[src/rtl/fetch_decode_queue.sv]
// Circular fetch-to-decode instruction buffer; a squash or reset empties it.
// Optional macro FETCH_DECODE_QUEUE_BYPASS_EN: zero-latency path from fetch to decode when the queue is empty.
module fetch_decode_queue #(
    parameter int p_depth        = 4,
    parameter int p_seq_num_bits = 5
) (
    input  logic                      clk,
    input  logic                      rst,
    input  logic                      F_val,
    output logic                      F_rdy,
    input  logic [31:0]               F_inst,
    input  logic [31:0]               F_pc,
    input  logic [p_seq_num_bits-1:0] F_seq_num,
    output logic                      D_val,
    input  logic                      D_rdy,
    output logic [31:0]               D_inst,
    output logic [31:0]               D_pc,
    output logic [p_seq_num_bits-1:0] D_seq_num,
    input  logic                      squash_val,
    input  logic [p_seq_num_bits-1:0] squash_seq_num,
    input  logic [31:0]               squash_target
);
    localparam int PTR_W = $clog2(p_depth);
    localparam int CNT_W = PTR_W + 1;

    logic [31:0]               inst_q [p_depth];
    logic [31:0]               pc_q   [p_depth];
    logic [p_seq_num_bits-1:0] seq_q  [p_depth];
    logic [PTR_W-1:0]          head_q, head_d;
    logic [PTR_W-1:0]          tail_q, tail_d;
    logic [CNT_W-1:0]          count_q, count_d;

    logic empty, full, enq, deq, wr_en, rd_en;
    logic unused_squash_info;

    // Squash carries no age information this block needs; everything buffered is younger.
    assign unused_squash_info = ^{squash_seq_num, squash_target};

    assign empty = (count_q == '0);
    assign full  = (count_q == CNT_W'(p_depth));

    // No full pass-through, so F_rdy never depends on D_rdy.
    assign F_rdy = !rst && !full;

`ifdef FETCH_DECODE_QUEUE_BYPASS_EN
    always_comb begin
        if (empty) begin
            D_val     = !rst && !squash_val && F_val;
            D_inst    = F_inst;
            D_pc      = F_pc;
            D_seq_num = F_seq_num;
        end else begin
            D_val     = !rst && !squash_val;
            D_inst    = inst_q[head_q];
            D_pc      = pc_q[head_q];
            D_seq_num = seq_q[head_q];
        end
    end

    assign enq = F_val && F_rdy;
    assign deq = D_val && D_rdy;
    // A message handed straight to decode never touches storage.
    assign wr_en = enq && !squash_val && !(empty && deq);
    assign rd_en = deq && !empty;
`else
    assign D_val     = !rst && !squash_val && !empty;
    assign D_inst    = inst_q[head_q];
    assign D_pc      = pc_q[head_q];
    assign D_seq_num = seq_q[head_q];

    assign enq   = F_val && F_rdy;
    assign deq   = D_val && D_rdy;
    assign wr_en = enq && !squash_val;
    assign rd_en = deq;
`endif

    always_comb begin
        head_d  = head_q;
        tail_d  = tail_q;
        count_d = count_q;
        if (wr_en) tail_d = tail_q + PTR_W'(1);
        if (rd_en) head_d = head_q + PTR_W'(1);
        case ({wr_en, rd_en})
            2'b10:   count_d = count_q + CNT_W'(1);
            2'b01:   count_d = count_q - CNT_W'(1);
            default: count_d = count_q;
        endcase
    end

    always_ff @(posedge clk) begin
        if (rst || squash_val) begin
            head_q  <= '0;
            tail_q  <= '0;
            count_q <= '0;
        end else begin
            head_q  <= head_d;
            tail_q  <= tail_d;
            count_q <= count_d;
        end
    end

    // Payload storage is never reset; it is only observed through D_val.
    always_ff @(posedge clk) begin
        if (wr_en) begin
            inst_q[tail_q] <= F_inst;
            pc_q[tail_q]   <= F_pc;
            seq_q[tail_q]  <= F_seq_num;
        end
    end
endmodule
[config.mk]
export PLATFORM = sky130hd
export DESIGN_NAME = fetch_decode_queue
export DESIGN_NICKNAME = d
export VERILOG_FILES = /design/src/rtl/fetch_decode_queue.sv
export SDC_FILE = /design/constraint.sdc
export NUM_CORES = 1
export LEC_CHECK = 0
export BUFFER_PORTS_ARGS = -buffer_cell sky130_fd_sc_hd__buf_2
export CAP_MARGIN = 20
export CELL_PAD_IN_SITES_DETAIL_PLACEMENT = 1
export CELL_PAD_IN_SITES_GLOBAL_PLACEMENT = 1
export CORE_UTILIZATION = 30
export CTS_BUF_LIST = sky130_fd_sc_hd__clkbuf_8 sky130_fd_sc_hd__clkbuf_16
export CTS_CLUSTER_DIAMETER = 150
export DETAILED_ROUTE_END_ITERATION = 8
export GPL_TIMING_DRIVEN = 1
export PLACE_DENSITY_LB_ADDON = 0.3
export SETUP_SLACK_MARGIN = 0.2
export SLEW_MARGIN = 20
export SYNTH_ARGS = -nofsm -noshare
export SYNTH_HDL_FRONTEND = slang
export SYNTH_SLANG_ARGS = --single-unit
export TNS_END_PERCENT = 10
[constraint.sdc]
create_clock -name clk -period 4.3 [get_ports clk]
set_clock_uncertainty 0.15 [all_clocks]
set_input_delay 1.29 -clock clk [delete_from_list [all_inputs] [get_ports clk]]
set_output_delay 1.29 -clock clk [all_outputs]
set_load 0.005 [all_outputs]
* After elaboration in Yosys (flattened, before gate mapping)
Memory sizes are Yosys's and may differ from the RTL's. A register that Yosys moved wholly into a read port is not among the register bits.
Index checks and enable logic that the tools add are counted.
** Word-level totals
- Bits of input ports :: 111
- Register bits :: 7
- Memories kept :: 3
- Output and inout bits :: 71
- Bits in writable memories :: 276
** Operators by class
- Add/sub/neg operators :: 4
- Muxes and demuxes :: 9
- Reduce and logical (&&, ||, !) cells :: 13
- Equality and inequality tests :: 3
** Memories
- inst_q :: words 4, bits a word 32, read ports 1, clocked after Yosys merged registers in 1, write ports 1, RTL line 26 : logic [31:0] inst_q [p_depth];
- pc_q :: words 4, bits a word 32, read ports 1, clocked after Yosys merged registers in 1, write ports 1, RTL line 27 : logic [31:0] pc_q [p_depth];
- seq_q :: words 4, bits a word 5, read ports 1, clocked after Yosys merged registers in 1, write ports 1, RTL line 28 : logic [p_seq_num_bits-1:0] seq_q [p_depth];
** Operator list (number)
- $mux W2 :: 6
- $logic_and A1 B1 Y1 :: 6
- $pmux W3 S2 :: 1
- $add A2 B1 Y2 const B :: 2
- $logic_not A1 Y1 :: 4
- $add A3 B1 Y3 const B :: 1
- $eq A3 B3 Y1 const B :: 1
- $logic_not A3 Y1 :: 1
- $sub A3 B1 Y3 const B :: 1
- $eq A2 B1 Y1 const B :: 1
- $eq A2 B2 Y1 const B :: 1
- $mux W1 :: 2
- $reduce_bool A2 Y1 :: 1
- $logic_or A1 B1 Y1 :: 1

* Longest topological paths before layout
Gate-level depths: netlist (run 1).
- Depth in word-level cells :: 7
- Gate-level depth with buffers :: 9
- Gate-level depth less buffers :: 9

* Worst setup path after synthesis (run 1)
No wires, ideal clock.
- Path kind :: input to register
- Start :: in squash_val
- End :: mem inst_q[0][0] (enable)
- Setup slack :: 0.336 ns
- Stages :: 3
- Data arrival time :: 3.379 ns
- Cell sequence :: nor2_1 -> clkbuf_1 -> and3_1
** On the way
- Longest elaborated chain between the ends :: 4
** RTL lines
- start: declaration :: RTL line 19 : input logic squash_val,
- $logic_not A1 Y1 :: RTL line 73 : assign wr_en = enq && !squash_val;
- $logic_and A1 B1 Y1 :: RTL line 73
- $mux W1 :: RTL line 104 : if (wr_en) begin
- $mux W1 (implied by the code) :: RTL line 105 : inst_q[tail_q] <= F_inst;
- end: declaration :: RTL line 26
Every way passes these cells.

==> metrics, run 1 <==
Gate Count Post-Synth 419; Initial Util 30.4%; setup TNS 0 ns; CP bufs+invs 2; ant diodes 0; GR Overflow Total 0; pins over their slew limit 0; Clock Root Buffer clkbuf_16; status completed; Post-CTS Resized 0; IO Count 182; Setup CP Type register to output port; Multi-input gate area 0.00186 mm²; first-pass GRT wire length 32700 µm; Critical Path End Type output port; Final ANT Viol Nets 0; CP delay by family, top flip-flops; RSZ-0062 raised after global routing false; Setup violations, final 0; postcts setup bufs 0; Startpoint Class register; post-placement setup slack 0.836 ns; number of DRC markers in iteration 0 195; Power Density 459 mW/mm²; FF-to-FF setup slack 1.69 ns; CP max stage delay 0.71 ns; drt wl/cell 19.9 µm; Yosys warning count 0; MaxCap Viol Count 0; sequential fraction of the synthesis area 80.9%; GPL Wtd Cong 0.695; vias in the first global route 5521; Synthesized Nets 536; Synth area leader edfxtp_1; Sink Count 285; Min-Delay Path Class register to register; # nets final 708; Area Growth Syn to Fin 22.9%; Clock Latency Late Sink 0.54 ns; First-pass DRT Iterations 4; Min Clock Period, post-route 3.73 ns; CTS tree done; hold buffers post-CTS 0; share of post-route cells with drive strength above 1 45.3%; Max clock buf depth 3; Layout fillers 3361; Fin Hold WS 0.326 ns; Final HPWL DP 13100 µm; Max Fclk 268 MHz; fin worst setup slack 0.569 ns; Worst-path clk slew 0.06 ns; Rows 68; total CTS buffers 31; DR vias 4766; initial antenna violation count 1; worst vdd ir 0.273 mV; Yosys reg bits 285; routed wire length 21200 µm; P_leak 4.20 nW; H-tree levels 1; top cell type's share of synthesized area 79.2%; relative slew slack 55.3%; Required @ worst endpoint 2.86 ns; largest fanout on the critical path 26; post-synthesis cell type count 27; die area 0.0356 mm²; Register Area 0.00848 mm²; critical path arrival 2.29 ns; total track usage 12.1%; final core utilization 37.3%; largest net degree at the start of global routing 36; core region area 0.0345 mm²; Die Y 189 µm; slowest library cell on the worst path dfxtp_4; IO Port Bufs 144; synthesized cell area 0.0105 mm²; width of the die 189 µm; Avg Cell Area, Syn 25.0 µm²; final worst-path cycle share 86.8%; routed vias/inst 4.47; synth top area cells edfxtp_1 79%, mux4_2 15%, dfxtp_1 1.7%; Worst-Margin Slew 0.665 ns; worst-path cell chain buf_12 -> mux4_2 -> buf_2; total power 5.89 mW; drc violations 0; Hold Vio Cnt, Final 0
[where the power goes]
group | total (mW) | switching (mW) | internal, mW
clock network | 2.67 | 1.01 | 1.65
registers | 3.08 | 0.00780 | 3.07
logic | 0.146 | 0.0797 | 0.0661
total | 5.89 | 1.10 | 4.79
[cell type report]
type	instances	area share, %
Multi-Input combinational cell	110	14.5
Clock inverter	23	2.01
Sequential cell	285	65.9
Clock buffer	31	6.03
Tap cell	455	4.43
Timing Repair Buffer	157	6.95
Inverter	6	0.175
[routing by layer]
| layer | vias to the layer above | share of wire, % | track usage (%) |
|---|---|---|---|
| met5 | - | 0.038 | 0 |
| met4 | 2 | 2.0 | 2.95 |
| met3 | 36 | 4.7 | 2.72 |
| met2 | 112 | 51 | 21.2 |
| met1 | 2495 | 42 | 15.0 |
| li1 | 2121 | - | - |
[cell usage in the layout, fill, tap and decap left out, types with 3 or more instances in the layout]
| master | n |
|---|---|
| and3_4 | 4 |
| buf_12 | 6 |
| buf_2 | 144 |
| buf_4 | 7 |
| bufinv_16 | 6 |
| clkbuf_16 | 31 |
| clkinv_1 | 6 |
| clkinv_2 | 4 |
| dfxtp_1 | 7 |
| edfxtp_1 | 276 |
| ha_1 | 5 |
| inv_1 | 11 |
| mux4_2 | 69 |
| nand2_1 | 5 |
| nor2_1 | 6 |
| o31ai_1 | 3 |
[final timing paths]
kind                            from                       to  cells past startpoint
max                         register               D_inst[27]                      3
min           head_q[1]$_SDFFE_PP0P_                 register                      1
max reg2reg  count_q[2]$_SDFFE_PP0P_  count_q[2]$_SDFFE_PP0P_                      9
min reg2reg   head_q[1]$_SDFFE_PP0P_                 register                      1
[worst reg2reg max path, cell delays in order, from the launching register on]
cell     delay [ns]
dfxtp_1        0.37
or3b_1         0.46
and2_4         0.23
nand2_1        0.07
ha_1           0.17
inv_1          0.06
fa_1           0.38
xor2_1         0.17
or3_1          0.32
a21oi_1        0.16
[cell usage after synthesis (all sizes together)]
| cell type | n |
|---|---|
| o21ai | 2 |
| a21oi | 2 |
| and2 | 1 |
| or3 | 1 |
| mux2i | 1 |
| and3 | 4 |
| or3b | 1 |
| buf | 11 |
| nand2 | 5 |
| nor2 | 6 |
| or2 | 1 |
| inv | 6 |
| o31ai | 3 |
| mux4 | 69 |
| fa | 1 |
| ha | 5 |
| nand4 | 2 |
| clkbuf | 7 |
| o211ai | 1 |
| nor3 | 2 |
| nor2b | 1 |
| dfxtp | 9 |
| xor2 | 2 |
| edfxtp | 276 |
[registers in the layout, summed over array words and instances (netlist names), named ones only]
| name | cells |
|---|---|
| tail_q | 2 |
| seq_q | 20 |
| inst_q | 128 |
| pc_q | 128 |
| head_q | 2 |
| count_q | 3 |
[metrics by stage]
step	area (µm²)	cells
2_1_floorplan	10500	419
3_3_place_gp	11800	1013
3_5_place_dp	11800	1013
4_1_cts	12900	1067
5_1_grt	12900	1067
6_report	12900	1067
[kinds of logic after synthesis]
kind of cell / synth area share (%)
DFF: 80.9
buffers and inverters: 1.48
xor gates and xnor gates: 0.167
muxes: 14.9
adders and majority gates: 0.789
and+or+nand+nor: 1.20
AOI/OAI and AO/OA: 0.478
Power figures use the tool's default switching activity.
==> inputs of run 2 (changes only) <==
- REMOVE_ABC_BUFFERS: not set -> 1
==> run 2 against run 1 <==
  * Total power down 3.1%
  * Combinational power about the same
  * Maximum frequency up 3.6%
  * Setup slack better by 0.13 ns
  * Global-route usage down 0.11 points
  * Clock power down 7%
  * Register-to-register slack about the same
==> metrics, run 2 (synthesis results as in run 1) <==
status completed; critical path arrival 2.16 ns (-0.13 ns); first-pass GRT wire length 32400 µm (-0.89%); Worst-path clk slew 0.05 ns (about the same); max layer used met4; width of the die 189 µm (unchanged); total CTS buffers 30 (-3.2%); Min-Delay Path Class register to register; Worst-Margin Slew 0.717 ns (+0.0524 ns); RSZ-0062 raised after global routing false; Post-CTS Resized 0 (unchanged); R2R Path End count_q[2]$_SDFFE_PP0P_; Hold Vio Cnt, Final 0 (unchanged); routed metal-1 wirelength 8890 µm (-1.1%); pins over their slew limit 0 (unchanged); final core utilization 37.0% (-0.30 points); Clock Latency Late Sink 0.54 ns (about the same); Critical Path End Type output port; H-tree levels 1 (unchanged); GR Overflow Total 0 (unchanged); routed wire length 21100 µm (-0.39%); initial antenna violation count 0 (-1); drt wl/cell 19.9 µm (about the same); core region area 0.0345 mm² (unchanged); Setup violations, final 0 (unchanged); total track usage 12.0% (-0.11 points); Final HPWL DP 12300 µm (-6.2%); Area Growth Syn to Fin 21.9%; met3 WL 1040 µm (+4.1%); CTS tree done; placed insts 1008 (-0.49%); metal2 WL 10900 µm (+0.90%); Power Density 448 mW/mm² (-2.3%); Setup CP Type register to output port; setup TNS 0 ns (unchanged); hold buffers post-CTS 0 (unchanged); Final ANT Viol Nets 0 (unchanged); final worst-path cycle share 83.8% (-3.0 points); routed vias/inst 4.47 (about the same); P_leak 4.15 nW (-1.2%); commonest non-fill, non-tap cell in the layout edfxtp_1; Reg2Reg Depth 9 (unchanged); # nets final 702 (-0.85%); worst vdd ir 0.376 mV (+38%); MaxCap Viol Count 0 (unchanged); vias in the first global route 5468 (-0.96%); First-pass DRT Iterations 4 (unchanged); Crit Reg-Reg Startpoint count_q[2]$_SDFFE_PP0P_; min-delay src head_q[1]$_SDFFE_PP0P_; IO Count 182 (unchanged); hold path depth 1 (unchanged); total power 5.71 mW (-3.1%); GPL Wtd Cong 0.676 (-2.7%); Startpoint Class register; FF-to-FF setup slack 1.69 ns (about the same); Die Y 189 µm (unchanged); Sink Count 285 (unchanged); largest net degree at the start of global routing 70 (+94%); IO Port Bufs 144 (unchanged); postcts setup bufs 0 (unchanged); Layout fillers 3365 (+0.12%); Fin Hold WS 0.307 ns (-0.0196 ns); relative slew slack 51.8% (-3.5 points); Required @ worst endpoint 2.86 ns (about the same); Largest regs inst_q (128), pc_q (128), seq_q (20); Min Clock Period, post-route 3.60 ns (-0.130 ns); most frequent cells in the layout 276 x edfxtp_1, 144 x buf_2, 69 x mux4_2, 31 x clkbuf_16, 13 x inv_1; drc violations 0 (unchanged); largest fanout on the critical path 69 (+170%); DR vias 4750 (-0.34%); Max Fclk 278 MHz (+3.6%); number of DRC markers in iteration 0 175 (-10%); Finished Layout Cells 1063 (-0.37%); Rows 68 (unchanged); Initial Util 30.4% (unchanged); Max clock buf depth 3 (unchanged); share of post-route cells with drive strength above 1 45.2% (about the same); ant diodes 0 (unchanged); die area 0.0356 mm² (unchanged); Clock Root Buffer clkbuf_16
run 2: cell count changes in the layout (fill, tap and decap cells not counted), sizes merged:
| cell | delta |
|---|---|
| buf | -5 |
| bufinv | -3 |
| clkinvlp | +2 |
| inv | +2 |
run 2: power breakdown:
group / switching, mW / internal [mW]
logic: 0.0799 / 0.0655
registers: 0.00676 / 3.07
clock network: 1.01 / 1.48
run 2: through the flow:
step | instance area, µm² | setup slack, ns
after floorplan | 10300 | -0.727
after global placement | 11800 | 0.858
after detailed placement | 11800 | 0.837
after CTS | 12800 | 0.603
after global routing | 12800 | 0.539
final | 12800 | 0.699
run 2: layout make-up:
type / count / area (µm²) / area share, %
clock buffer: 31 / 776 / 6.08
clock inverter: 24 / 193 / 1.51
inverter: 6 / 22.5 / 0.177
multi-input combinational: 110 / 1860 / 14.6
sequential: 285 / 8480 / 66.5
tap: 455 / 569 / 4.46
timing repair buffer: 152 / 856 / 6.71
run 2: worst max path at each step:
stage | from | endpoint | slack [ns]
after floorplan | register | D_inst[0] | -0.73
after global placement | squash_val | D_val | 0.86
after detailed placement | squash_val | D_val | 0.84
after CTS | register | D_inst[8] | 0.60
after global routing | register | D_inst[8] | 0.54
final | register | D_inst[8] | 0.70
run 2: critical path, cell delays in order (launching register included):
cell,delay [ns]
dfxtp_4,0.35
buf_12,0.49
mux4_2,0.62
buf_2,0.15
run 2: layer usage:
layer	track usage (%)	vias to the layer above
met2	21.2	122
met4	2.92	0
met3	2.51	30
met5	0	-
met1	14.8	2484
li1	-	2114
==> inputs of run 3 (changes only) <==
- clock period: 4.3 -> 3.4 ns (I/O delays scaled with it)
==> run 3 against run 2 <==
  * Via count up 2.7%
  * Non-clock buffer count up 14
  * Register-to-register slack worse by 0.88 ns
  * Cell area rose by 1.6%
  * Combinational power up 30%
  * Clock-buffer cell count is the same
  * Worst hold slack got worse by 0.0034 ns
  * Largest power group unchanged
==> metrics, run 3 (synthesis results as in run 1) <==
status completed; relative slew slack 55.3% (+3.5 points); Min-Delay Path Class register to register; GR Overflow Total 0 (unchanged); Max clock buf depth 3 (unchanged); Sink Count 285 (unchanged); Min Clock Period, post-route 3.12 ns; Worst-Margin Slew 0.665 ns (-0.0525 ns); IO Count 182 (unchanged); total power 7.28 mW (+27%); Rows 68 (unchanged); Clock power frac 43.9% (+0.4 points); setup TNS 0 ns (unchanged); Required @ worst endpoint 2.23 ns (-0.63 ns); Startpoint Class register; commonest non-fill, non-tap cell in the layout edfxtp_1; Initial Util 30.4% (unchanged); vias in the first global route 5514 (+0.84%); GPL Wtd Cong 0.684 (+1.2%); critical path arrival 1.95 ns (-0.21 ns); Setup violations, final 0 (unchanged); drt wl/cell 19.9 µm (about the same); Comb pwr share 2.6% (about the same); H-tree levels 1 (unchanged); first-pass GRT wire length 32800 µm (+1.4%); IO Port Bufs 144 (unchanged); DR vias 4880 (+2.7%); most frequent cells in the layout 276 x edfxtp_1, 144 x buf_2, 69 x mux4_2, 31 x clkbuf_16, 13 x buf_12; die area 0.0356 mm² (unchanged); register share of total power 53.5% (-0.4 points); final core utilization 37.6% (+0.60 points); Worst-path clk slew 0.06 ns (about the same); Clock Root Buffer clkbuf_16; Sw Share 19.7% (+0.47 points); total CTS buffers 31 (+3.3%); internal cell power 5.85 mW (+27%); Final HPWL DP 13200 µm (+7.3%); MaxCap Viol Count 0 (unchanged); core region area 0.0345 mm² (unchanged); Sw Pwr 1.43 mW (+31%); Die Y 189 µm (unchanged); largest net degree at the start of global routing 43 (-39%); pins over their slew limit 0 (unchanged); Clock Latency Late Sink 0.54 ns (about the same); Final ANT Viol Nets 0 (unchanged); share of post-route cells with drive strength above 1 45.8% (+0.60 points); Max Fclk 320 MHz; worst vdd ir 0.383 mV (+1.9%); routed wire length 21500 µm (+1.5%); P_leak 4.23 nW (+1.9%); Setup CP Type register to output port; largest fanout on the critical path 18 (-74%); Power Density 562 mW/mm² (+25%); routed vias/inst 4.52 (+1.1%); CTS tree done; Critical Path End Type output port; First-pass DRT Iterations 4 (unchanged); Hold Vio Cnt, Final 0 (unchanged); # nets final 717 (+2.1%); RSZ-0062 raised after global routing true; total track usage 12.1% (+0.15 points); Fin Hold WS 0.304 ns (-0.00340 ns); number of DRC markers in iteration 0 210 (+20%); drc violations 0 (unchanged); final worst-path cycle share 91.9%; Largest regs inst_q (128), pc_q (128), seq_q (20); width of the die 189 µm (unchanged); initial antenna violation count 1 (+1); Area Growth Syn to Fin 23.9%; Post-CTS Resized 0 (unchanged)
[run 3: cell types whose count changed in the layout (fill, tap and decap cells not counted)]
cell / before / now
buf_12: 6 / 13
buf_4: 2 / 9
clkinv_1: 2 / 9
clkinv_2: 9 / 3
clkinv_4: 1 / 0
clkinvlp_4: 2 / 4
diode_2: 0 / 1
inv_1: 13 / 11
inv_6: 0 / 2
[run 3: critical path, stage by stage (launching register included)]
cell	delay [ns]
dfxtp_4	0.42
buf_12	0.12
buf_12	0.18
mux4_2	0.53
buf_2	0.14
[run 3: what timing repair did]
item,4_1_cts,5_1_grt
cloned,0,0
setup buffers,4,3
pin swaps,0,0
hold buffers,0,0
endpoints found under the setup margin,58,6
[run 3: layer usage]
layer	wire (µm)	track usage, %	share of wire, %	up-vias
li1	-	-	-	2142
met1	9110	15.3	42	2580
met2	10900	21.0	51	133
met3	1170	2.78	5.4	25
met4	282	2.88	1.3	0
met5	0	0	0	-
[run 3: path summary, 6_finish.rpt]
check | startpoint | to | slack [ns] | cells past startpoint
setup / recovery | register | D_inst[13] | 0.28 | 4
hold / removal | head_q[1]$_SDFFE_PP0P_ | register | 0.30 | 1
setup reg to reg | count_q[2]$_SDFFE_PP0P_ | count_q[2]$_SDFFE_PP0P_ | 0.81 | 9
hold reg to reg | head_q[1]$_SDFFE_PP0P_ | register | 0.30 | 1
[run 3: cell type report]
| type | instances | area [µm²] |
|---|---|---|
| Fill cell | 3369 | 21500 |
| Sequential cell | 285 | 8480 |
| Multi-Input combinational cell | 110 | 1860 |
| Timing Repair Buffer | 166 | 1050 |
| Clock buffer | 31 | 776 |
| Tap cell | 455 | 569 |
| Clock inverter | 26 | 205 |
| Inverter | 6 | 22.5 |
| Antenna cell | 1 | 2.50 |
[run 3: power by group through the flow]
| stage | sequential, mW | combinational (mW) | clock, mW |
|---|---|---|---|
| finish | 3.90 | 0.189 | 3.20 |
| global route | 3.90 | 0.209 | 3.43 |
| CTS | 3.90 | 0.194 | 3.31 |
| detailed placement | 3.97 | 0.192 | 0 |
| global placement | 3.97 | 0.177 | 0 |
| floorplan | 3.97 | 0.0594 | 0 |
[run 3: stage by stage]
stage	area [µm²]	worst slack, ns	cells
global route	13000	0.193	1079
CTS	12900	0.221	1076
detailed placement	11900	0.368	1015
global placement	11900	0.461	1015
floorplan	10300	-1.36	401
finish	13000	0.275	1080
